--- src/rtl/fir_sym_mac.sv ---
// fir_sym_mac: symmetric FIR sequencer, pre-adder and multiply-accumulate with saturated output
module fir_sym_mac #(
   parameter int WIDTH_DATA    = 8,
   parameter int WIDTH_COEF0   = 8,
   parameter int N_TAPS        = 16,
   parameter int WIDTH_MAC_OUT = 8,
   parameter int SHIFT         = 0
) (
   input  logic                               clk,
   input  logic                               clr,
   input  logic signed [WIDTH_DATA-1:0]       din,
   input  logic                               in_valid,
   output logic                               in_ready,
   output logic [$clog2(N_TAPS/2)-1:0]        add,
   input  logic signed [WIDTH_COEF0-1:0]      q,
   output logic signed [WIDTH_MAC_OUT-1:0]    dout,
   output logic                               out_valid
);
   localparam int HALF = N_TAPS / 2;
   localparam int AAW  = $clog2(HALF);
   localparam int PW   = WIDTH_DATA + 1;
   localparam int MW   = PW + WIDTH_COEF0;
   localparam int ACCW = MW + AAW;
   localparam int EW   = (ACCW > WIDTH_MAC_OUT ? ACCW : WIDTH_MAC_OUT) + 1;
   localparam logic [AAW-1:0] LAST = AAW'(HALF - 1);
   localparam logic signed [EW-1:0] ONE  = EW'(1);
   localparam logic signed [EW-1:0] MAXV = (ONE <<< (WIDTH_MAC_OUT - 1)) - ONE;
   localparam logic signed [EW-1:0] MINV = -(ONE <<< (WIDTH_MAC_OUT - 1));

   typedef enum logic [1:0] {IDLE, RUN, DRAIN} state_t;

   state_t                        state;
   logic signed [WIDTH_DATA-1:0]  x [N_TAPS];
   logic signed [PW-1:0]          p_reg;
   logic signed [PW-1:0]          p_k;
   logic signed [MW-1:0]          prod;
   logic signed [ACCW-1:0]        acc;
   logic signed [ACCW-1:0]        sum;
   logic signed [ACCW-1:0]        sh;
   logic signed [EW-1:0]          ext;
   logic signed [WIDTH_MAC_OUT-1:0] sat;

   assign in_ready = state == IDLE;

   // pre-add the mirrored pair at the current address; the mirror of k is N-1-k = {1, ~k}
   always_comb begin
      p_k  = PW'(x[add]) + PW'(x[{1'b1, ~add}]);
      prod = p_reg * q;
      sum  = acc + ACCW'(prod);
      sh   = sum >>> SHIFT;
      ext  = EW'(sh);
      sat  = ext > MAXV ? WIDTH_MAC_OUT'(MAXV) : ext < MINV ? WIDTH_MAC_OUT'(MINV) : ext[WIDTH_MAC_OUT-1:0];
   end

   // sequencer: accept in IDLE, walk the ROM in RUN (product lags the address by one), finish in DRAIN
   always_ff @(posedge clk) begin
      if (clr) begin
         state     <= IDLE;
         for (int i = 0; i < N_TAPS; i++) x[i] <= '0;
         acc       <= '0;
         p_reg     <= '0;
         add       <= '0;
         dout      <= '0;
         out_valid <= 1'b0;
      end else begin
         out_valid <= 1'b0;
         case (state)
            IDLE: if (in_valid) begin
               x[0] <= din;
               for (int i = 1; i < N_TAPS; i++) x[i] <= x[i-1];
               acc   <= '0;
               add   <= '0;
               state <= RUN;
            end
            RUN: begin
               p_reg <= p_k;
               if (add != '0) acc <= sum;
               if (add == LAST) state <= DRAIN;
               else add <= add + 1'b1;
            end
            DRAIN: begin
               dout      <= sat;
               out_valid <= 1'b1;
               state     <= IDLE;
            end
            default: state <= IDLE;
         endcase
      end
   end
endmodule

--- config.mk ---
export PLATFORM = sky130hd
export DESIGN_NAME = fir_sym_mac
export DESIGN_NICKNAME = d
export VERILOG_FILES = /design/src/rtl/fir_sym_mac.sv
export SDC_FILE = /design/constraint.sdc
export NUM_CORES = 1
export LEC_CHECK = 0
export BUFFER_PORTS_ARGS = -buffer_cell sky130_fd_sc_hd__buf_2
export CELL_PAD_IN_SITES_DETAIL_PLACEMENT = 1
export CELL_PAD_IN_SITES_GLOBAL_PLACEMENT = 1
export CORE_MARGIN = 4
export CORE_UTILIZATION = 40
export CTS_CLUSTER_SIZE = 14
export DETAILED_ROUTE_END_ITERATION = 6
export PLACE_DENSITY = 0.63
export SLEW_MARGIN = 20
export SYNTH_ARGS = -nofsm -noshare
export SYNTH_HDL_FRONTEND = slang
export SYNTH_SLANG_ARGS = --single-unit
--- constraint.sdc ---
create_clock -name clk -period 8.3 [get_ports clk]
set_clock_uncertainty 0.15 [all_clocks]
set_input_delay 0.83 -clock clk [delete_from_list [all_inputs] [get_ports clk]]
set_output_delay 0.83 -clock clk [all_outputs]
set_load 0.1 [all_outputs]
==> results_dict.tcl, run 1 <==
set metrics [dict create \
    synthFlopType "edfxtp_1" \
    grt_pass1_vias 7815 \
    status "completed" \
    hold_viol 0 \
    clkTransAtPathRegs_ns 0.06 \
    largest_register_ffs 128 \
    rr_endpoint "dout[5]$_SDFFE_PP0P_" \
    clk_latency_ns 0.43 \
    antenna_cells 0 \
    r2r-start "p_reg[8]$_SDFFE_PP0P_" \
    synthCells 1006 \
    power.switching_uw 1251 \
    p_int_uw 2004 \
    fp.dieW_um 178.4 \
    grt_start_max_net_pins 94 \
    yosys-top-cells-area "edfxtp_1 33%, fa_1 16%, dfxtp_1 7.9%" \
    vias_per_cell 5.088 \
    gp_congestion 0.7694 \
    hp-class "flop to flop" \
    layout.nets 1185 \
    drc_errors 0 \
    cellLeakagePower_uw 0.005333 \
    h-tree-depth 4 \
    p_sw_frac 0.3844 \
    drtAntennaViolNets 0 \
    io_pins 32 \
    drive_gt1_frac 0.1233 \
    area_growth_pct 9.531 \
    fill_cells 3094 \
    cts_root_buf "clkbuf_16" \
    timing.hold.ws_ns 0.3046 \
    syn_area_per_cell_um2 11.55 \
    seqPwrFrac 0.324 \
    dp_hpwl_um 19260 \
    die_h_um 178.4 \
    grt_pass1_wl_um 42460 \
    rsz0062_at_grt "no" \
    route.vias.total 7194 \
    syn_nets 1174 \
    final.setup.tns_ns 0 \
    portBuffers 31 \
    yosysTopAreaCell "edfxtp_1" \
    routed_wl_um 25840 \
    critical_path.startpoint "p_reg[8]$_SDFFE_PP0P_" \
    synth_edf_count 128 \
    totalPowerFinal_uw 3255 \
    finalSetupViolCount 0 \
    period_minus_slack_ns 6.469 \
    slew-limit-headroom 0.3413 \
    rrSetupSlack_ns 1.83 \
    cp-end-kind "flop" \
    synth_cell_types 66 \
    antenna_found_initial 0 \
    irDropWorstVdd_mv 0.1295 \
    fin_crit_sh 0.7794 \
    synthTopCellsByCount "128 x edfxtp_1, 120 x and2_1, 110 x inv_1, 92 x fa_1, 82 x nand2_1" \
    reg2reg_depth 17 \
    worstPathRequired_ns 8.49 \
    post-cts-setup-buffer-count 0 \
    cts_tree "built" \
    cap_violations 0 \
    clk_path_buf_depth 2 \
    tightestPinTransition_ns 0.9881 \
    endpoint "dout[5]$_SDFFE_PP0P_" \
    drtIter0Drc 256 \
    clock_sinks 174 \
    drt_pre_antenna_iters 4 \
    crit_arrival_ns 6.66 \
    drv_slew 0 \
    yosysWarnings 0 \
    syn_area_um2 11620 \
    synth_top_area_share 0.3309 \
    overflow 0 \
    ys_seq_elements 174 \
    synthArstFlopShare 0 \
    p_clk_frac 0.241 \
    cts_buffers 17 \
    ctsHoldBuffers 0 \
    path_class "flop to flop" \
    start_kind "flop" \
    grt_use_total 0.1709 \
    synth.most_common_cell "edfxtp_1" \
    max_freq_mhz 154.6 \
    core_area_um2 28700 \
    rows 62 \
    pwr-share-comb 0.434 \
    synth_seq_area_share 0.4101 \
    path_max_fanout 12 \
    post_cts_resized 0 \
    dieArea_um2 31830 \
    start_util 0.4048 \
    wire_per_inst_um 18.27 \
    pwr_density_cell_nw_per_um2 255.8 \
]
final cells by class:
| cell class | count | area [um2] | area share |
|---|---|---|---|
| clock buffer | 18 | 429.2 | 0.03373 |
| sequential | 174 | 4765 | 0.3744 |
| timing repair buffer | 39 | 217.7 | 0.01711 |
| multi-input combinational | 673 | 6270 | 0.4927 |
| inverter | 112 | 420.4 | 0.03304 |
| clock inverter | 14 | 142.6 | 0.01121 |
| tap | 384 | 480.5 | 0.03776 |
power groups by stage:
stage | Clock (uW) | Combinational, uW | Sequential, uW
6_report | 785 | 1410 | 1060
5_1_grt | 844 | 1600 | 1070
4_1_cts | 806 | 1430 | 1060
3_5_place_dp | 0 | 1420 | 1070
3_3_place_gp | 0 | 1390 | 1070
2_1_floorplan | 0 | 1100 | 1050
kinds of logic after synthesis:
| group | share of synthesized area |
|---|---|
| AND/OR/NAND/NOR | 0.1660 |
| flip-flops | 0.4101 |
| buffers and inverters | 0.05170 |
| adder cells (fa/ha/maj) | 0.2199 |
| AO/OA/AOI/OAI | 0.06462 |
| multiplexers | 0.07054 |
| XOR/XNOR | 0.01712 |
critical path, stage by stage, from the launching register on:
cell and delay [ns]:
dfxtp_1 0.61, and2_1 0.63, inv_1 0.14, fa_1 0.52, inv_1 0.05, fa_1 0.52
fa_1 0.44, fa_1 0.53, ha_1 0.32, ha_1 0.41, nand3_1 0.18, a21oi_1 0.10
nor3_2 0.33, a31oi_1 0.18, a311oi_2 0.47, mux2i_1 0.45, o31ai_4 0.19, a31oi_1 0.16
cells in the final DEF, fill, tap and decap left out, types with 3 or more instances in the layout:
cell and instances:
buf_2 30, o21bai_1 12, nor3_1 10, a22oi_1 6
xnor2_1 14, xor2_1 5, o21ai_0 8, o31a_1 3
clkbuf_16 17, nor4_2 3, a211oi_1 3, buf_4 9
and2_1 120, clkinv_1 5, nand2_1 82, nand2b_1 6
fa_1 92, a21oi_1 35, nor2_1 42, a31oi_1 9
dfxtp_1 46, o31ai_1 3, inv_1 110, mux2_2 7
nor2b_1 53, clkinv_4 3, ha_1 57, nand3_1 18
o21a_1 3, mux4_2 32, edfxtp_1 128
routing by layer:
layer  up-vias  routed length [um]  track usage
met5         -                   0            0
met4         0                 339      0.03997
met3        19                 508      0.02162
met2        59               13030       0.2960
met1      3694               11960       0.2299
li1       3422                   -            -
per-stage QoR:
stage | std cells | area [um2] | util | worst slack (ns)
global placement | 1382 | 12150 | 0.4233 | 1.540
detailed placement | 1382 | 12150 | 0.4233 | 1.416
floorplan | 1006 | 11620 | - | 2.103
finish | 1414 | 12720 | 0.4433 | 1.831
CTS | 1414 | 12720 | 0.4432 | 1.792
global route | 1414 | 12720 | 0.4433 | 1.426
worst min-delay path by stage:
stage / from / to / slack, ns / cells past startpoint
6_report: acc[6]$_SDFFE_PP0P_ / acc[6]$_SDFFE_PP0P_ / 0.30 / 2
5_1_grt: acc[2]$_SDFFE_PP0P_ / acc[2]$_SDFFE_PP0P_ / 0.34 / 2
4_1_cts: acc[6]$_SDFFE_PP0P_ / acc[6]$_SDFFE_PP0P_ / 0.30 / 2
3_5_place_dp: acc[6]$_SDFFE_PP0P_ / acc[6]$_SDFFE_PP0P_ / 0.30 / 2
3_3_place_gp: acc[6]$_SDFFE_PP0P_ / acc[6]$_SDFFE_PP0P_ / 0.29 / 2
2_1_floorplan: acc[1]$_SDFFE_PP0P_ / acc[1]$_SDFFE_PP0P_ / 0.28 / 2
(Power assumes the default switching activity.)
==> inputs of run 2 (changes only) <==
- PLACE_DENSITY: 0.63 -> 0.66
- clock period: 8.3 -> 5.3 ns (I/O delays scaled with it)
==> results_dict.tcl, run 2 (synthesized netlist as in run 1, its figures left out) <==
set metrics [dict create \
    cp_slowest_cell "fa_1" \
    wl_met1_um 13210 \
    slew-limit-headroom 0.3438 \
    final.setup.tns_ns -0.2215 \
    pwr_density_cell_nw_per_um2 474.1 \
    crit_arrival_ns 5.56 \
    drtAntennaViolNets 0 \
    cp_slowest_stage_delay_ns 0.61 \
    start_util 0.4048 \
    start_kind "flop" \
    antenna_cells 0 \
    die_h_um 178.4 \
    final_cell_mix "128 x edfxtp_1, 116 x and2_1, 107 x buf_4" \
    fp.dieW_um 178.4 \
    final_common_cell "edfxtp_1" \
    period_minus_slack_ns 5.347 \
    grt_pass1_wl_um 45750 \
    layout.nets 1300 \
    finalSetupViolCount 7 \
    route.vias.total 7757 \
    layout_setup_ws_ns -0.04693 \
    holdPathStages 2 \
    drive_gt1_frac 0.3004 \
    rows 62 \
    reg2reg_depth 19 \
    drtIter0Drc 427 \
    placed_cell_area_um2 13090 \
    path_max_fanout 7 \
    tightestPinTransition_ns 0.9844 \
    routed_wl_um 28210 \
    grt_use_total 0.1852 \
    hp-class "primary input to flop" \
    dieArea_um2 31830 \
    route.met3.wl_um 829 \
    grt_start_max_net_pins 94 \
    cts_root_buf "clkbuf_16" \
    drc_errors 0 \
    totalPowerFinal_uw 6856 \
    area_growth_pct 24.47 \
    dp.cells 1473 \
    crit_top_cell "fa_1" \
    max_freq_mhz 187.0 \
    irDropWorstVdd_mv 0.2406 \
    cp-end-kind "flop" \
    hold_viol 0 \
    gp_congestion 0.7844 \
    worstPathCellList "nand2_2 -> fa_1 -> inv_1 -> fa_1 -> fa_1 -> fa_1 -> ha_4 -> ha_4 -> nand3_4 -> buf_6 -> a21oi_2 -> nor3_4 -> a31oi_2 -> a311oi_2 -> mux2i_1 -> buf_4 -> o31ai_4 -> buf_12 -> a31oi_1" \
    status "finished with violations" \
    wl_met2_um 13800 \
    clk_path_buf_depth 2 \
    antenna_found_initial 1 \
    portBuffers 31 \
    io_pins 32 \
    cellLeakagePower_uw 0.006030 \
    fin_cells 1529 \
    clock_sinks 174 \
    dp_hpwl_um 20440 \
    largest_register_ffs 128 \
    clkTransAtPathRegs_ns 0.07 \
    path_class "flop to flop" \
    h-tree-depth 4 \
    cap_violations 0 \
    clk_latency_ns 0.44 \
    wire_per_inst_um 18.45 \
    core_area_um2 28700 \
    rsz0062_at_grt "yes" \
    drt_pre_antenna_iters 4 \
    grt_pass1_vias 8367 \
    drv_slew 0 \
    worstPathRequired_ns 5.52 \
    cts_buffers 17 \
    cts_tree "built" \
    vias_per_cell 5.073 \
    overflow 0 \
    violations "negative setup slack" \
    fin_crit_sh 1.009 \
    dr.max_layer_used "met5" \
    fin_area_um2 14460 \
]
run 2: repair_timing:
| item | 4_1_cts | 5_1_grt |
|---|---|---|
| hold endpoints to repair | 0 | 0 |
| hold buffers | 0 | 0 |
| setup endpoints to repair | 12 | 11 |
| pin swaps | 30 | 24 |
| gates resized for setup | 69 | 40 |
| buffers inserted | 13 | 12 |
run 2: per-stage QoR:
step	hold slack [ns]	util	setup slack [ns]
2_1_floorplan	0.2819	-	-0.01260
5_1_grt	0.2104	0.5038	-0.2061
4_1_cts	0.1978	0.4935	-0.001631
3_3_place_gp	0.2960	0.4561	-0.6966
6_report	0.2152	0.5038	-0.04693
3_5_place_dp	0.3081	0.4561	-0.7184
run 2: final timing paths:
kind,from,endpoint,slack (ns)
worst max-delay path,p_reg[8]$_SDFFE_PP0P_,dout[2]$_SDFFE_PP0P_,-0.05
worst min-delay path,din[5],x[0][5]$_SDFFCE_PN0P_,0.22
worst max register to register,p_reg[8]$_SDFFE_PP0P_,dout[2]$_SDFFE_PP0P_,-0.05
worst min register to register,acc[1]$_SDFFE_PP0P_,acc[1]$_SDFFE_PP0P_,0.31
run 2: critical path: cells and delay by family (launching register included):
kind	cells	cell delay, ns
adder cells (fa/ha/maj)	6	2.66
AND/OR/NAND/NOR	3	0.53
multiplexers	1	0.24
AO/OA/AOI/OAI	5	0.82
flip-flops	1	0.43
buffers and inverters	4	0.46
run 2: area by class of cell:
cell class	instances	area [um2]
repair buffers	154	1189
inverters	112	421.7
flip-flops and latches	174	4793
clock buffers	23	499.2
well taps	384	480.5
fillers	3008	14240
clock inverters	9	96.34
multi-input cells	673	6980
run 2: routing by layer:
layer / global-route usage / vias to the layer above
met1: 0.2622 / 3980
met3: 0.03349 / 30
met5: 0 / -
met4: 0.03518 / 2
met2: 0.3024 / 86
li1: - / 3659
run 2: where the power goes:
| group | switching (uW) | internal, uW | total, uW |
|---|---|---|---|
| sequential | 79.4 | 1580 | 1650 |
| combinational | 1930 | 2000 | 3930 |
| clock | 553 | 721 | 1270 |
==> inputs of run 3 (changes only) <==
- TNS_END_PERCENT: not set -> 30
==> results_dict.tcl, run 3 (synthesized netlist as in run 1, its figures left out) <==
set metrics [dict create \
    io_pins 32 \
    r2r-start "p_reg[7]$_SDFFE_PP0P_" \
    cts_tree "built" \
    clk_path_buf_depth 2 \
    crit_top_cell "fa_1" \
    final.setup.tns_ns -0.2320 \
    grt_pass1_vias 8367 \
    multi_input_area_um2 6957 \
    path_max_fanout 7 \
    max_freq_mhz 187.0 \
    drt_pre_antenna_iters 4 \
    drive_gt1_frac 0.2957 \
    rrSetupSlack_ns -0.05 \
    cp_slowest_cell "fa_2" \
    layout_setup_ws_ns -0.04777 \
    layout.nets 1298 \
    pwr_density_cell_nw_per_um2 470.8 \
    cellLeakagePower_uw 0.006012 \
    start_kind "flop" \
    dieArea_um2 31830 \
    endpoint "dout[2]$_SDFFE_PP0P_" \
    status "finished with violations" \
    drtIter0Drc 468 \
    grt_use_total 0.1852 \
    drv_slew 0 \
    overflow 0 \
    final_cell_mix "128 x edfxtp_1, 116 x and2_1, 106 x buf_4" \
    area_growth_pct 24.10 \
    fill_cells 3021 \
    die_h_um 178.4 \
    reg2reg_depth 18 \
    fp.dieW_um 178.4 \
    antenna_cells 0 \
    antenna_found_initial 1 \
    core_area_um2 28700 \
    clock_sinks 174 \
    routed_wl_um 28340 \
    route.vias.total 7803 \
    cp_slowest_stage_delay_ns 0.59 \
    hold_viol 0 \
    cap_violations 0 \
    drtAntennaViolNets 0 \
    seqCellArea_um2 4793 \
    drc_errors 0 \
    dp_hpwl_um 20440 \
    clk_latency_ns 0.44 \
    worstPathCellList "buf_12 -> nand2_4 -> fa_1 -> inv_1 -> fa_1 -> fa_1 -> fa_1 -> fa_2 -> ha_4 -> buf_4 -> o22ai_2 -> xor2_1 -> nand3_2 -> a2111oi_4 -> nand4_1 -> o31ai_4 -> buf_12 -> a31oi_1" \
    fin_crit_sh 1.009 \
    rr_endpoint "dout[2]$_SDFFE_PP0P_" \
    dp.cells 1473 \
    hp-start "din[1]" \
    irDropWorstVdd_mv 0.2302 \
    start_util 0.4048 \
    fin_cells 1527 \
    hp-class "primary input to flop" \
    tightestPinTransition_ns 0.9742 \
    violations "negative setup slack" \
    fin_area_um2 14420 \
    cp-end-kind "flop" \
    vias_per_cell 5.110 \
    worstPathRequired_ns 5.48 \
    portBuffers 31 \
    rows 62 \
    gp_congestion 0.7844 \
    timing.hold.ws_ns 0.2168 \
    grt_start_max_net_pins 94 \
    grt_pass1_wl_um 45750 \
    period_minus_slack_ns 5.348 \
    finalSetupViolCount 7 \
    final_common_cell "edfxtp_1" \
    ctsHoldBuffers 0 \
    crit_arrival_ns 5.52 \
    cts_root_buf "clkbuf_16" \
    rsz0062_at_grt "yes" \
    slew-limit-headroom 0.3505 \
    critical_path.startpoint "p_reg[7]$_SDFFE_PP0P_" \
    wire_per_inst_um 18.56 \
    cts_buffers 17 \
    path_class "flop to flop" \
    largest_register_ffs 128 \
    h-tree-depth 4 \
    placed_cell_area_um2 13090 \
    clkTransAtPathRegs_ns 0.07 \
]
run 3: cell types whose count changed in the layout (fill, tap and decap cells not counted), sizes merged:
cell  change
buf       -2
run 3: layout make-up:
cell class	instances	share of cell area
inverter	112	0.02925
clock buffer	23	0.03463
timing repair buffer	152	0.08114
multi-input combinational	673	0.4825
tap	384	0.03332
sequential	174	0.3325
clock inverter	9	0.006682
run 3: critical path: cells and delay by family (launching register included):
kind | cells | cell delay (ns)
AOI/OAI and AO/OA | 4 | 0.77
xor gates and xnor gates | 1 | 0.29
adders and majority gates | 6 | 2.77
buffers and inverters | 4 | 0.46
DFF | 1 | 0.39
and+or+nand+nor | 3 | 0.40
run 3: layer usage:
layer,vias up,global-route usage,share of wire
met5,-,0,0.00046
met4,2,0.03518,0.012
met3,28,0.03349,0.029
met2,92,0.3024,0.49
met1,4027,0.2622,0.47
li1,3654,-,-
run 3: stage by stage:
step / power, uW / util / worst slack [ns]
global route: 7260 / 0.5023 / -0.2128
floorplan: 3653 / - / -0.01260
global placement: 4731 / 0.4561 / -0.6966
detailed placement: 4803 / 0.4561 / -0.7184
CTS: 6534 / 0.4935 / -0.001631
finish: 6788 / 0.5023 / -0.04777
run 3: where the power goes:
part | total, uW | internal, uW | leakage, uW | switching (uW)
Sequential | 1650 | 1580 | 0.00176 | 79.2
Combinational | 3860 | 1950 | 0.00396 | 1910
Clock | 1270 | 721 | 0.000283 | 552
Total | 6790 | 4240 | 0.00601 | 2540
run 3: worst min-delay path by stage:
stage                       endpoint  slack (ns)  depth (start not counted)
2_1_floorplan    acc[4]$_SDFFE_PP0P_        0.28                          2
3_3_place_gp     acc[4]$_SDFFE_PP0P_        0.30                          2
3_5_place_dp     acc[0]$_SDFFE_PP0P_        0.31                          2
4_1_cts        x[0][7]$_SDFFCE_PN0P_        0.20                          2
5_1_grt        x[0][5]$_SDFFCE_PN0P_        0.21                          2
6_report       x[0][1]$_SDFFCE_PN0P_        0.22                          2
run 3: what timing repair did:
| item | CTS | global route |
|---|---|---|
| pin swaps | 30 | 22 |
| setup buffers | 13 | 10 |
| endpoints found under the setup margin | 12 | 11 |
| gates resized for setup | 69 | 32 |
